--- config.mk ---
export PLATFORM = sky130hd
export DESIGN_NAME = snapshot_player
export DESIGN_NICKNAME = d
export VERILOG_FILES = /design/src/rtl/snapshot_player_pkg.sv /design/src/rtl/snapshot_player.sv
export SDC_FILE = /design/constraint.sdc
export NUM_CORES = 1
export LEC_CHECK = 0
export ABC_AREA = 1
export CAP_MARGIN = 20
export CORE_MARGIN = 2
export CORE_UTILIZATION = 45
export DETAILED_ROUTE_END_ITERATION = 10
export PLACE_DENSITY = 0.75
export SLEW_MARGIN = 40
export SYNTH_ARGS = -nofsm -noshare
export SYNTH_HDL_FRONTEND = slang
export SYNTH_SLANG_ARGS = --single-unit
--- constraint.sdc ---
create_clock -name clk -period 1.65 [get_ports clk]
set_input_delay 0.33 -clock clk [delete_from_list [all_inputs] [get_ports clk]]
set_output_delay 0.33 -clock clk [all_outputs]
set_load 0.005 [all_outputs]
--- src/rtl/snapshot_player_pkg.sv ---
// Shared BERT pattern-path definitions: beat-count helper, FSM state codes and
// the parameter legality check used by the serial transmit/receive pair.
package snapshot_player_pkg;

    localparam logic ST_IDLE = 1'b0;
    localparam logic ST_RUN  = 1'b1;

    function automatic int nbeats(input int pwidth, input int swidth);
        return pwidth / swidth;
    endfunction

    function automatic bit params_ok(input int pwidth, input int swidth);
        return (swidth > 0) && (pwidth >= swidth) && ((pwidth % swidth) == 0);
    endfunction

endpackage

--- src/rtl/snapshot_player.sv ---
// Parallel-to-serial pattern transmitter: one SWidth slice per en beat, LSB slice first;
// accept->first slice takes two edges; single-entry hold buffer drives load_ready.
import snapshot_player_pkg::*;

module snapshot_player #(
    parameter int PWidth = 32,
    parameter int SWidth = 1
) (
    input  logic              clk,
    input  logic              reset,
    input  logic              en,
    input  logic              abort,
    input  logic              loop,
    input  logic [PWidth-1:0] load_data,
    input  logic              load_valid,
    output logic              load_ready,
    output logic [SWidth-1:0] data_out,
    output logic              data_out_valid,
    output logic              busy,
    output logic              done
);

    localparam int NBeats = nbeats(PWidth, SWidth);
    localparam int CntW   = $clog2(NBeats + 1);
    localparam logic [CntW-1:0] CntFull = CntW'(NBeats);
    localparam logic [CntW-1:0] CntOne  = CntW'(1);

    if (!params_ok(PWidth, SWidth)) begin : g_param_err
        $error("snapshot_player: PWidth must be a non-zero multiple of SWidth");
    end

    logic              state_q,    state_d;
    logic [PWidth-1:0] hold_q,     hold_d;
    logic              hold_vld_q, hold_vld_d;
    logic [PWidth-1:0] shreg_q,    shreg_d;
    logic [PWidth-1:0] word_q,     word_d;
    logic [CntW-1:0]   cnt_q,      cnt_d;
    logic [SWidth-1:0] dout_q,     dout_d;
    logic              dvld_q,     dvld_d;
    logic              done_q,     done_d;

    // Accept and hold->shreg transfer are mutually exclusive: both key off hold_vld_q.
    always_comb begin
        state_d    = state_q;
        hold_d     = hold_q;
        hold_vld_d = hold_vld_q;
        shreg_d    = shreg_q;
        word_d     = word_q;
        cnt_d      = cnt_q;
        dout_d     = dout_q;
        dvld_d     = dvld_q;
        done_d     = 1'b0;

        if (load_valid && !hold_vld_q) begin
            hold_d     = load_data;
            hold_vld_d = 1'b1;
        end

        case (state_q)
            ST_IDLE: begin
                if (en) begin
                    dout_d = '0;
                    dvld_d = 1'b0;
                end
                if (hold_vld_q) begin
                    shreg_d    = hold_q;
                    word_d     = hold_q;
                    cnt_d      = CntFull;
                    hold_vld_d = 1'b0;
                    state_d    = ST_RUN;
                end
            end
            ST_RUN: begin
                if (en) begin
                    dout_d  = shreg_q[SWidth-1:0];
                    dvld_d  = 1'b1;
                    shreg_d = shreg_q >> SWidth;
                    cnt_d   = cnt_q - CntOne;
                    if (cnt_q == CntOne) begin
                        // Pending word wins over replay so a loop can be broken seamlessly.
                        if (hold_vld_q) begin
                            shreg_d    = hold_q;
                            word_d     = hold_q;
                            cnt_d      = CntFull;
                            hold_vld_d = 1'b0;
                        end else if (loop) begin
                            shreg_d = word_q;
                            cnt_d   = CntFull;
                        end else begin
                            state_d = ST_IDLE;
                            done_d  = 1'b1;
                        end
                    end
                end
            end
            default: state_d = ST_IDLE;
        endcase
    end

    always_ff @(posedge clk) begin
        if (reset || abort) begin
            state_q    <= ST_IDLE;
            hold_q     <= '0;
            hold_vld_q <= 1'b0;
            shreg_q    <= '0;
            word_q     <= '0;
            cnt_q      <= '0;
            dout_q     <= '0;
            dvld_q     <= 1'b0;
            done_q     <= 1'b0;
        end else begin
            state_q    <= state_d;
            hold_q     <= hold_d;
            hold_vld_q <= hold_vld_d;
            shreg_q    <= shreg_d;
            word_q     <= word_d;
            cnt_q      <= cnt_d;
            dout_q     <= dout_d;
            dvld_q     <= dvld_d;
            done_q     <= done_d;
        end
    end

    assign load_ready     = !hold_vld_q;
    assign data_out       = dout_q;
    assign data_out_valid = dvld_q;
    assign busy           = (state_q == ST_RUN) || hold_vld_q;
    assign done           = done_q;

endmodule
# Yosys cells after proc, flatten, opt, wreduce, memory -nomap -nowiden
# Cells that the tools add are included.
[word_totals]
elab_cells = 59
output_inout_bits = 5
ff_bits = 107
inputBits = 38
[classes]
reduce_logical = 8
mux = 33
bitwise = 3
addsub = 1
n_eq_ne = 5
[op_table]
columns = ["cell", "n"]
rows = [
  ["two-way mux 32 bit", 8],
  ["one-hot mux 32 bit (2 select lines)", 2],
  ["two-way mux 6 bit", 5],
  ["two-way mux 1 bit", 13],
  ["one-hot mux 6 bit (2 select lines)", 1],
  ["one-hot mux 1 bit (2 select lines)", 4],
  ["== test 6 x 1 -> 1 bit (second input constant)", 1],
  ["inequality test 2 bit (second input constant)", 3],
  ["AND reduction 2 bit", 3],
  ["subtractor 6 x 1 -> 6 bit (second input constant)", 1],
  ["OR reduction 5 bit", 1],
  ["NOT 1 bit", 3],
  ["logical OR 1 bit", 2],
  ["inequality test 2 x 1 -> 1 bit (second input constant)", 1],
  ["logical AND 1 bit", 1],
  ["logical NOT 1 bit", 1],
]

# Longest topological paths before layout
# Gate-level depths: netlist of the first run.
[depth]
word_depth = 7
mapped_depth = 11
mapped_depth_nobuf = 9

# Worst setup path after synthesis of the first run
# OpenSTA, ideal clock, no wires.
[synth_timing]
path_type = "flip-flop to flip-flop"
from = "register cnt_q[0]"
to = "register word_q[10]"
path_buffers = 2
path_stages_with_launch = 9
setup_slack_ns = 0.314
period_less_slack_ns = 1.336
t_required_ns = 1.535
t_arrival_ns = 1.221
setup_ns = 0.115
path_cell_list = "dfxtp_1 > ha_1 > nand3_2 > nand2_2 > buf_6 > buf_6 > nand3_1 > nand2_1 > nor2_1"
[synth_between]
elab_chain_len = 3
[synth_lines]
columns = ["item", "line", "text"]
rows = [
  ["start, declared", "snapshot_player.sv:37", "logic [CntW-1:0] cnt_q, cnt_d;"],
  ["start signal, assigned", "snapshot_player.sv:117", "cnt_q <= cnt_d;"],
  ["== test 6 x 1 -> 1 bit", "snapshot_player.sv:79", "if (cnt_q == CntOne) begin"],
  ["inequality test 2 x 1 -> 1 bit (no line)", "-", ""],
  ["AND reduction 2 bit (no line)", "-", ""],
  ["end signal, assigned", "snapshot_player.sv:116", "word_q <= word_d;"],
  ["end, declared", "snapshot_player.sv:36", "logic [PWidth-1:0] word_q, word_d;"],
]
# No other way between the ends.
# A chain may end at the register's enable or synchronous reset.

# Worst setup path in the final report of the first run
[layout_timing]
from = "register dout_q (netlist: data_out)"
to = "output port data_out"
[layout_lines]
columns = ["item", "line", "text"]
rows = [
  ["start, declared", "snapshot_player.sv:38", "logic [SWidth-1:0] dout_q, dout_d;"],
  ["start signal, assigned", "snapshot_player.sv:118", "dout_q <= dout_d;"],
  ["end, declared", "snapshot_player.sv:17", "output logic [SWidth-1:0] data_out,"],
]
# No word-level cell between the ends.

==> flow_summary.toml, run 1 <==
[floorplan]
die_h_um = 116
floorplan.rows = 41
die_area_mm2 = 0.0135
ports = 43
core_region_area_mm2 = 0.0125
floorplan.initialDensity_pct = 45.5
floorplan.die.width_um = 116

[setup_path]
crit_path_cell_trace = "clkdlybuf4s50_1"
worst_path_max_delay_cell = "clkdlybuf4s50_1"
setup.worst_path.start_class = "register"
critPathCaptureType = "output pin"
critical_path_buf_inv_count = 1
cpPeakStageDelay_ns = 0.50
cp_data_required_time_ns = 1.32
critical_path.top_delay_family = "buffers and inverters"
timing.setup.critical_path_class = "reg -> out"
worst_ep_arrival_time_ns = 1.18
critical_path.max_fanout = 2

[timing]
maxSlewHeadroom_pct = 80.7
fin_crit_ns = 1.51
setup_ws_ns = 0.139
maxSlewViolCount = 0
finalSetupViolCount = 0
final-hold-violation-count = 0
timing_worst_slew_pin_value_ns = 0.287
finClkSkew_ns = 0.00611
timing.hold.ws_ns = 0.454
final_min_period_over_clock_period_pct = 91.6
grt_setup_unrepaired = "no"
achievable-frequency_mhz = 662

[cells_and_area]
antennaDiodeCount = 0
multi_input_area_mm2 = 0.00285
syn2layout_area_growth_pct = 19.1
finish.net_count = 906
drive_above_1_share_pct = 12.2
regArea_mm2 = 0.00215
filler_cell_count = 1196

[global_routing]
antenna_found_initial = 0
grt_util_met1_pct = 28.2
grt_max_degree = 55
grtUsageTotal_pct = 21.6
groute.layer.met3.usage_pct = 3.74
grt.overflow.total = 0
grt_first_pass_wirelength_um = 23500
fraction_of_met2_tracks_used_by_global_routing_pct = 35.7
top_usage_layer = "met2"
grt_pass1_vias = 5032

[pwr]
power_per_standard_cell_area_mw_per_mm2 = 864
sequentialPowerShare_pct = 46.5
power_share_of_the_combinational_group_pct = 12.9
power.internal_mw = 4.37
net-switching-power_mw = 1.47
power.static_leakage_nw = 2.72
power_frac_clock_pct = 40.6
power_switching_share_pct = 25.1
vdd_drop_max_mv = 0.629

[routing]
first_pass_iters = 5
avgViaCountPerCell = 5.23
detail-route-antenna-nets = 0
detail_route.wirelength_um = 13400
detail_route.iter0.violations = 395
drc = 0
avgRoutedWirePerCell_um = 12.9
vias = 5455

[placement]
globalplace.congestion = 0.832
place.detailed.hpwl_um = 8720
post-place-ws_ns = -0.0833
io_port_bufs = 42

[clock_network]
cts_max_path_buffers = 2
cts_tree = "built"
clock_latency_ns = 0.35
cts.sinks = 107
postCtsHoldBufs = 0
clkTransAtPathRegs_ns = 0.07
cts_inserted_buffers = 9
cts_htree_levels = 3
clock-root-buffer = "clkbuf_16"

[worst_hold_path]
worstHoldPathType = "reg -> reg"

[run]
max_cap_viol_count = 0

[synth]
synth_sequential_area_ratio_pct = 37.8
syn-num-nets = 879
synth.cell_area_mm2 = 0.00567
yosysWarnings = 0
synth_cell_type_count = 30
syn_inst = 839
synth.ff_latch_count = 107
avgSynthCellArea_um2 = 6.76

[outcome]
run_status = "complete, no violations"
-- through the flow --
| stage | instances | util [%] | setup TNS, ns | power, mW | area (µm²) |
|---|---|---|---|---|---|
| floorplan | 839 | - | 0 | 3.25 | 5670 |
| global placement | 1026 | 51.3 | -1.48 | 3.51 | 6400 |
| detailed placement | 1026 | 51.3 | -2.65 | 3.52 | 6400 |
| CTS | 1043 | 54.1 | 0 | 5.88 | 6740 |
| global route | 1043 | 54.2 | 0 | 6.08 | 6750 |
| finish | 1043 | 54.2 | 0 | 5.83 | 6750 |
-- synthesized netlist by cell type (all sizes together) --
cell type / instances / share of area (%)
nand2: 218 / 15
dfxtp: 107 / 38
o21ai: 103 / 9.1
nand3: 97 / 9.7
a21oi: 85 / 8.8
inv: 85 / 5.6
nor2: 54 / 3.9
buf: 47 / 5.6
clkbuf: 16 / 1.1
o31ai: 13 / 1.7
nand4: 5 / 0.82
xor2: 3 / 0.46
ha: 2 / 0.44
clkinv: 1 / 0.088
nand3b: 1 / 0.13
nor3: 1 / 0.088
nor4: 1 / 0.11
-- worst min-delay path, stage by stage (launching register included) --
cell	delay, ns
dfxtp_1	0.31
nand2_1	0.06
a21oi_1	0.05
-- area by class of cell --
class	instances	area share [%]
multi-input cells	583	42.2
flip-flops and latches	107	31.8
repair buffers	79	13.1
inverters	86	4.84
clock buffers	10	3.54
well taps	172	3.19
clock inverters	6	1.30
-- power groups by stage --
stage / Clock (mW) / Combinational [mW] / Sequential, mW
final: 2.37 / 0.754 / 2.71
after detailed placement: 0 / 0.753 / 2.77
after CTS: 2.42 / 0.757 / 2.71
after global routing: 2.51 / 0.852 / 2.72
after global placement: 0 / 0.743 / 2.77
after floorplan: 0 / 0.491 / 2.76
-- routing by layer --
metal	routed length (µm)	share of wire (%)
met3	620	4.6
met5	0	0
met1	6270	47
met4	255	1.9
met2	6300	47
-- final timing paths --
path | slack, ns | startpoint | depth (start not counted) | endpoint
setup reg to reg | 0.16 | state_q | 7 | word_q[7]
hold / removal | 0.45 | data_out_valid | 2 | data_out_valid
setup / recovery | 0.14 | data_out | 1 | data_out
hold reg to reg | 0.45 | data_out_valid | 2 | data_out_valid
-- cell usage in the layout, fill, tap and decap left out, types with 15 or more instances in the layout --
master           synthesis  final
nand3_1                 84     84
inv_1                   77     77
clkdlybuf4s50_1          0     40
buf_12                   1     15
a21oi_2                 19     18
dfxtp_1                107    105
o21ai_0                 97     97
a21oi_1                 66     66
nor2_1                  51     51
buf_4                    8     22
nand2_1                215    213
-- registers in the layout, summed over array words and instances (netlist names) --
signal and count:
cnt_q 6, data_out 1, data_out_valid 1, done 1, hold_q 32, hold_vld_q 1, shreg_q 32, state_q 1
word_q 32
-- repair_timing --
action                                  CTS  global route
endpoints found under the setup margin    2            22
buffers inserted                          1             0
hold endpoints to repair                  0             0
pin swaps                                 0             0
resized for setup                         5             3
-- logic make-up after synthesis --
group                    count (synthesis)  synth area share [%]
flip-flops                             107                  37.8
AO/OA/AOI/OAI                          201                  19.6
buffers and inverters                  149                  12.4
AND/OR/NAND/NOR                        377                  29.3
adder cells (fa/ha/maj)                  2                 0.441
XOR/XNOR                                 3                 0.464
(Power assumes the default switching activity.)
==> inputs of run 2 (changes only) <==
--- a/config.mk
+++ b/config.mk
@@ -10,6 +10,7 @@
 export CORE_MARGIN = 2
 export CORE_UTILIZATION = 45
 export DETAILED_ROUTE_END_ITERATION = 10
+export GPL_ROUTABILITY_DRIVEN = 0
 export PLACE_DENSITY = 0.75
 export SLEW_MARGIN = 40
 export SYNTH_ARGS = -nofsm -noshare
==> results of run 2 <==
Same layout as run 1: the final DEF is identical, and so are final timing and power.
